File: src/rtl/jk_arb_pkg.sv
// Shared definitions for the JK bank arbiter: op encodings and FSM states.
// Latency: n/a (types and constants only).
// Backpressure: n/a.
package jk_arb_pkg;

  // {J,K} operation encodings
  localparam logic [1:0] JK_HOLD = 2'b00;
  localparam logic [1:0] JK_CLR  = 2'b01;
  localparam logic [1:0] JK_SET  = 2'b10;
  localparam logic [1:0] JK_TGL  = 2'b11;

  typedef enum logic [1:0] {
    ST_IDLE  = 2'd0,
    ST_APPLY = 2'd1,
    ST_ACK   = 2'd2
  } state_t;

endpackage

File: src/rtl/jk_cell.sv
// One JK storage bit; updates only on cycles where i_en is high.
// Latency: 1 cycle from enable to o_q.
// Backpressure: none; the cell always accepts an enabled op.
// Ports: i_clk, i_rstn (async, active-low, clears to 0), i_en, i_j, i_k, o_q.
module jk_cell
  import jk_arb_pkg::*;
(
  input  logic i_clk,
  input  logic i_rstn,
  input  logic i_en,
  input  logic i_j,
  input  logic i_k,
  output logic o_q
);

  always_ff @(posedge i_clk or negedge i_rstn) begin
    if (!i_rstn) begin
      o_q <= 1'b0;
    end else if (i_en) begin
      case ({i_j, i_k})
        JK_CLR:  o_q <= 1'b0;
        JK_SET:  o_q <= 1'b1;
        JK_TGL:  o_q <= ~o_q;
        default: o_q <= o_q;
      endcase
    end
  end

endmodule

File: src/rtl/jk_bank_arbiter.sv
// Arbitrates NUM_REQ requesters onto a bank of NUM_BITS JK cells, one op at a time.
// Latency: request seen in IDLE -> ack 2 cycles later; one op per 3 cycles.
// Backpressure: requesters hold i_req/i_jk/i_idx until o_ack; inputs sampled only in IDLE.
// Ports: i_clk, i_rstn (async, active-low), i_req[NUM_REQ], i_jk[2*NUM_REQ],
//        i_idx[IDX_W*NUM_REQ], o_gnt/o_ack[NUM_REQ], o_err, o_busy, o_q[NUM_BITS].
// Build option: JK_ARB_RR_EN selects round-robin; undefined gives fixed priority (req 0 highest).
module jk_bank_arbiter
  import jk_arb_pkg::*;
#(
  parameter  int NUM_REQ  = 4,
  parameter  int NUM_BITS = 8,
  localparam int IDX_W    = (NUM_BITS > 1) ? $clog2(NUM_BITS) : 1
) (
  input  logic                     i_clk,
  input  logic                     i_rstn,
  input  logic [NUM_REQ-1:0]       i_req,
  input  logic [2*NUM_REQ-1:0]     i_jk,
  input  logic [IDX_W*NUM_REQ-1:0] i_idx,
  output logic [NUM_REQ-1:0]       o_gnt,
  output logic [NUM_REQ-1:0]       o_ack,
  output logic                     o_err,
  output logic                     o_busy,
  output logic [NUM_BITS-1:0]      o_q
);

  localparam int PTR_W = (NUM_REQ > 1) ? $clog2(NUM_REQ) : 1;
  // NUM_BITS never exceeds 2**IDX_W, so IDX_W+1 bits hold it exactly.
  localparam logic [IDX_W:0] NB = (IDX_W+1)'(NUM_BITS);

  state_t               state, state_nxt;
  logic [PTR_W-1:0]     ptr;
  logic                 sel_found;
  logic [PTR_W-1:0]     sel_win;
  logic [NUM_REQ-1:0]   sel_gnt;
  logic [1:0]           sel_jk;
  logic [IDX_W-1:0]     sel_idx;
  logic [1:0]           lat_jk;
  logic [IDX_W-1:0]     lat_idx;
  logic [NUM_REQ-1:0]   gnt_q;
  logic [NUM_BITS-1:0]  cell_en;

  // Rotating-priority pointer; pinned to 0 in the fixed-priority build.
`ifdef JK_ARB_RR_EN
  logic [PTR_W-1:0] win_q;

  always_ff @(posedge i_clk or negedge i_rstn) begin
    if (!i_rstn) begin
      win_q <= '0;
      ptr   <= '0;
    end else if (state == ST_IDLE && sel_found) begin
      win_q <= sel_win;
    end else if (state == ST_ACK) begin
      ptr <= (win_q == PTR_W'(NUM_REQ - 1)) ? '0 : win_q + PTR_W'(1);
    end
  end
`else
  assign ptr = '0;
`endif

  // Scan upward from ptr with wrap-around; first asserted request wins.
  always_comb begin
    int r;
    r         = 0;
    sel_found = 1'b0;
    sel_win   = '0;
    sel_gnt   = '0;
    sel_jk    = JK_HOLD;
    sel_idx   = '0;
    for (int i = 0; i < NUM_REQ; i++) begin
      r = int'(ptr) + i;
      if (r >= NUM_REQ) r = r - NUM_REQ;
      if (!sel_found && i_req[r]) begin
        sel_found  = 1'b1;
        sel_win    = PTR_W'(r);
        sel_gnt[r] = 1'b1;
        sel_jk     = i_jk[2*r +: 2];
        sel_idx    = i_idx[IDX_W*r +: IDX_W];
      end
    end
  end

  // FSM: state register
  always_ff @(posedge i_clk or negedge i_rstn) begin
    if (!i_rstn) state <= ST_IDLE;
    else         state <= state_nxt;
  end

  // FSM: next state
  always_comb begin
    state_nxt = ST_IDLE;
    case (state)
      ST_IDLE:  state_nxt = sel_found ? ST_APPLY : ST_IDLE;
      ST_APPLY: state_nxt = ST_ACK;
      ST_ACK:   state_nxt = ST_IDLE;
      default:  state_nxt = ST_IDLE;
    endcase
  end

  // FSM: outputs. An out-of-range index matches no cell, so nothing is written.
  always_comb begin
    o_busy = (state != ST_IDLE);
    o_ack  = (state == ST_ACK) ? gnt_q : '0;
    o_err  = (state == ST_ACK) && ({1'b0, lat_idx} >= NB);
    for (int b = 0; b < NUM_BITS; b++) begin
      cell_en[b] = (state == ST_APPLY) && (lat_idx == IDX_W'(b));
    end
  end

  // Winner's op is latched in IDLE so requester changes after grant are ignored.
  always_ff @(posedge i_clk or negedge i_rstn) begin
    if (!i_rstn) begin
      gnt_q   <= '0;
      lat_jk  <= JK_HOLD;
      lat_idx <= '0;
    end else if (state == ST_IDLE && sel_found) begin
      gnt_q   <= sel_gnt;
      lat_jk  <= sel_jk;
      lat_idx <= sel_idx;
    end else if (state == ST_ACK) begin
      gnt_q <= '0;
    end
  end

  assign o_gnt = gnt_q;

  for (genvar b = 0; b < NUM_BITS; b++) begin : g_cell
    jk_cell u_cell (
      .i_clk  (i_clk),
      .i_rstn (i_rstn),
      .i_en   (cell_en[b]),
      .i_j    (lat_jk[1]),
      .i_k    (lat_jk[0]),
      .o_q    (o_q[b])
    );
  end

endmodule

File: config.mk
export PLATFORM = sky130hd
export DESIGN_NAME = jk_bank_arbiter
export DESIGN_NICKNAME = d
export VERILOG_FILES = /design/src/rtl/jk_arb_pkg.sv /design/src/rtl/jk_cell.sv /design/src/rtl/jk_bank_arbiter.sv
export SDC_FILE = /design/constraint.sdc
export NUM_CORES = 1
export LEC_CHECK = 0
export CAP_MARGIN = 20
export CORE_MARGIN = 1.5
export CORE_UTILIZATION = 38
export DETAILED_ROUTE_END_ITERATION = 10
export PLACE_DENSITY = 0.74
export SYNTH_ARGS = -nofsm -noshare
export SYNTH_HDL_FRONTEND = slang
export SYNTH_SLANG_ARGS = --single-unit
export TNS_END_PERCENT = 5
File: constraint.sdc
create_clock -name i_clk -period 1.3 [get_ports i_clk]
set_input_delay 0.325 -clock i_clk [delete_from_list [all_inputs] [get_ports i_clk]]
set_output_delay 0.325 -clock i_clk [all_outputs]
set_load 0.01 [all_outputs]
==> flow_summary_export.csv <==
group,metric,value,unit
floorplanning,die_w,57.0,um
worst_setup_path,slowest_delay,420,ps
floorplanning,start_util,0.402,
route,drc,0,
logic_synthesis,yosysWarnings,0,
route,viasPerCell,5.36,
min_path,hold_class,"in2async",
logic_synthesis,synth_ff_type,"dfrtp_1",
clock_network,clk_latency,290,ps
power_and_ir_drop,p_sw,1.30,mW
final_layout,area_delta_synth_final,52.8,%
timing,fin_skew,0.905,ps
timing,setup_slack,-238,ps
worst_setup_path,cp_max_fo,3,
logic_synthesis,ys_seq_area_frac,0.429,
floorplanning,die_height,57.0,um
final_layout,final_cell_area,1690,sq um
placed_design,dpl.hpwl,2140,um
floorplanning,ios,44,
final_layout,fillers,247,
placed_design,place_area,1630,sq um
floorplanning,dieArea,3250,sq um
route,num_vias,1066,
clock_network,hold_buffers,0,
logic_synthesis,synth_edf_count,0,
worst_setup_path,worst-path-buf-inv,2,
route,met3_wirelength,184,um
logic_synthesis,yosysMostFrequentCell,"dfrtp_1",
logic_synthesis,synth_top_area_share,0.429,
timing,rsz0062_at_grt,"yes",
power_and_ir_drop,seq_power_share,0.354,
logic_synthesis,synth.cells.most_frequent,"19 x dfrtp_1, 9 x a21oi_1, 9 x buf_4",
outcome,status,"complete, but fails checks",
timing,setup_viol_count_final,17,
placed_design,io_buffers,42,
route,drt-met1-wl,1230,um
worst_setup_path,r2r_slack,-230,ps
worst_setup_path,crit_chain,"nor2b_4 -> buf_6 -> and2_4 -> buf_6",
clock_network,clock_path_buffers,2,
grt,grt_usage,0.176,
logic_synthesis,syn-mean-instance-area,10.1,sq um
route,dr.pass1.iters,4,
grt,antenna_found_initial,0,
worst_setup_path,crit_family,"flip-flops",
worst_setup_path,required,980,ps
worst_setup_path,slowest_stage,"dfrtp_2",
clock_network,cts_tree,"yes",
logic_synthesis,synth_area_leaders,"dfrtp_1 43%, buf_4 6.1%, a31oi_1 4.5%, a21oi_1 4.1%, a41oi_1 3.2%",
timing,period_needed,1540,ps
timing,fin_crit_sh,1.18,
worst_setup_path,path_common_cell,"buf_6",
grt,grt_pass1_vias,1021,
logic_synthesis,synth_cell_types,36,
final_layout,postLayoutCoreUtil,0.614,
worst_setup_path,worst_setup_path_end_kind,"primary output",
final_layout,final_nets,195,
clock_network,clk_pin_slew,100,ps
logic_synthesis,yosys.area.top_type,"dfrtp_1",
route,wl_per_cell,14.1,um
final_layout,n_antenna_cell,0,
clock_network,cts-root-buf,"clkbuf_4",
final_layout,multi_input_area,556,sq um
power_and_ir_drop,swShare,0.392,
run,cap_viol_max_count,0,
worst_setup_path,critical_path_class,"reg2out",
logic_synthesis,synth_area,1110,sq um
worst_setup_path,start_kind,"flop",
power_and_ir_drop,power.internal,2.02,mW
final_layout,drive_gt1_frac,0.369,
power_and_ir_drop,p_clk_frac,0.087,
route,met2WireLength,1380,um
logic_synthesis,synthesis.nets,136,
logic_synthesis,ys_ff_latch,19,
power_and_ir_drop,ir_worst_vdd,1300,uV
logic_synthesis,postSynthCellCount,110,
outcome,violations,"negative setup slack",
timing,hold_viol,0,
clock_network,cts_made_buffers,3,
grt,grt_pass1_wl,4500,um
timing,slew_violations,0,
grt,grt_max_degree,20,
floorplanning,coreArea,2760,sq um
placed_design,place.gp.congestion,0.865,
timing,hold_ws,350,ps
power_and_ir_drop,power.total,3.32,mW
power_and_ir_drop,static-leakage-power,0.773,nW
route,drt-total-wl,2810,um
worst_setup_path,critPathArrivalTime,1210,ps
timing,tns,-1950,ps
floorplanning,rows,19,
timing,max_freq,0.650,GHz
clock_network,clkSinkCount,19,
final_layout,seq_area,477,sq um
route,highest_layer,"met4",
clock_network,htree_levels,1,
route,drt_iter0_drc,25,
power_and_ir_drop,power.share.combinational,0.559,
power_and_ir_drop,powerDensity,1960,nW/um^2
grt,grt_overflow,0,
logic_synthesis,synthArstFlopShare,1.00,
route,detail-route-antenna-nets,0,
[power by group through the flow]
stage               clock network (mW)  logic [mW]  registers (mW)
floorplan                            0        1.01            1.16
global placement                     0        1.78            1.15
detailed placement                   0        1.81            1.17
CTS                              0.298        1.85            1.17
global route                     0.335        1.99            1.22
finish                           0.289        1.86            1.18
[what timing repair did]
item | 4_1_cts | 5_1_grt
setup buffers | 3 | 2
setup endpoints to repair | 26 | 29
pin swaps | 7 | 8
resized for setup | 56 | 19
cloned | 0 | 0
[routing by layer]
| metal | track usage | up-vias |
|---|---|---|
| met5 | 0 | - |
| met4 | 0.0565 | 0 |
| met3 | 0.0454 | 2 |
| met2 | 0.297 | 40 |
| met1 | 0.221 | 504 |
| li1 | - | 520 |
[final timing paths]
kind | to | depth (start not counted) | startpoint
max | o_ack[2] | 4 | state[1]$_DFF_PN0_
min | g_cell[0].u_cell.o_q$_DFFE_PN0P_ | 2 | i_rstn
max reg2reg | lat_idx[2]$_DFFE_PN0P_ | 6 | state[0]$_DFF_PN0_
min reg2reg | g_cell[0].u_cell.o_q$_DFFE_PN0P_ | 1 | g_cell[0].u_cell.o_q$_DFFE_PN0P_
max in group asynchronous | state[1]$_DFF_PN0_ | 2 | i_rstn
min in group i_clk | g_cell[0].u_cell.o_q$_DFFE_PN0P_ | 1 | g_cell[0].u_cell.o_q$_DFFE_PN0P_
[placed cells by master, fill, tap and decap left out, drive strengths merged, types with 8 or more instances in the layout]
cell type      instances
a31oi                  8
dfrtp                 19
a21oi                  9
inv                    9
buf                   29
clkbuf                13
clkdlybuf4s50         24
[cell type report]
cell class                      instances  area share
Clock buffer                            3      0.0133
Clock inverter                          1     0.00295
Timing Repair Buffer                   66       0.330
Inverter                                9      0.0214
Tap cell                               31      0.0229
Sequential cell                        19       0.281
Multi-Input combinational cell         70       0.328
[worst register-to-register path, cell delays in order (launching register included)]
cell,delay [ps]
dfrtp_1,440
buf_6,150
nor2_4,110
inv_4,50
buf_6,110
a21o_4,200
a222oi_1,360
[flip-flops by register name, summed over array words and instances, names as in the netlist]
name / flops
lat_idx: 3
state: 2
o_gnt: 4
g_cell.u_cell.o_q: 8
lat_jk: 2
[per-stage QoR]
stage | cells | worst slack, ps
2_1_floorplan | 110 | -2.53
4_1_cts | 197 | -254
6_report | 199 | -238
3_5_place_dp | 190 | -494
5_1_grt | 199 | -299
3_3_place_gp | 190 | -438
[cell families after synthesis]
| kind of cell | after synthesis | share of synthesized area |
|---|---|---|
| AO/OA/AOI/OAI | 36 | 0.246 |
| AND/OR/NAND/NOR | 33 | 0.216 |
| other | 1 | 0.00338 |
| buffers and inverters | 21 | 0.106 |
| flip-flops | 19 | 0.429 |
Note: power is estimated with default switching activity, not from simulation.
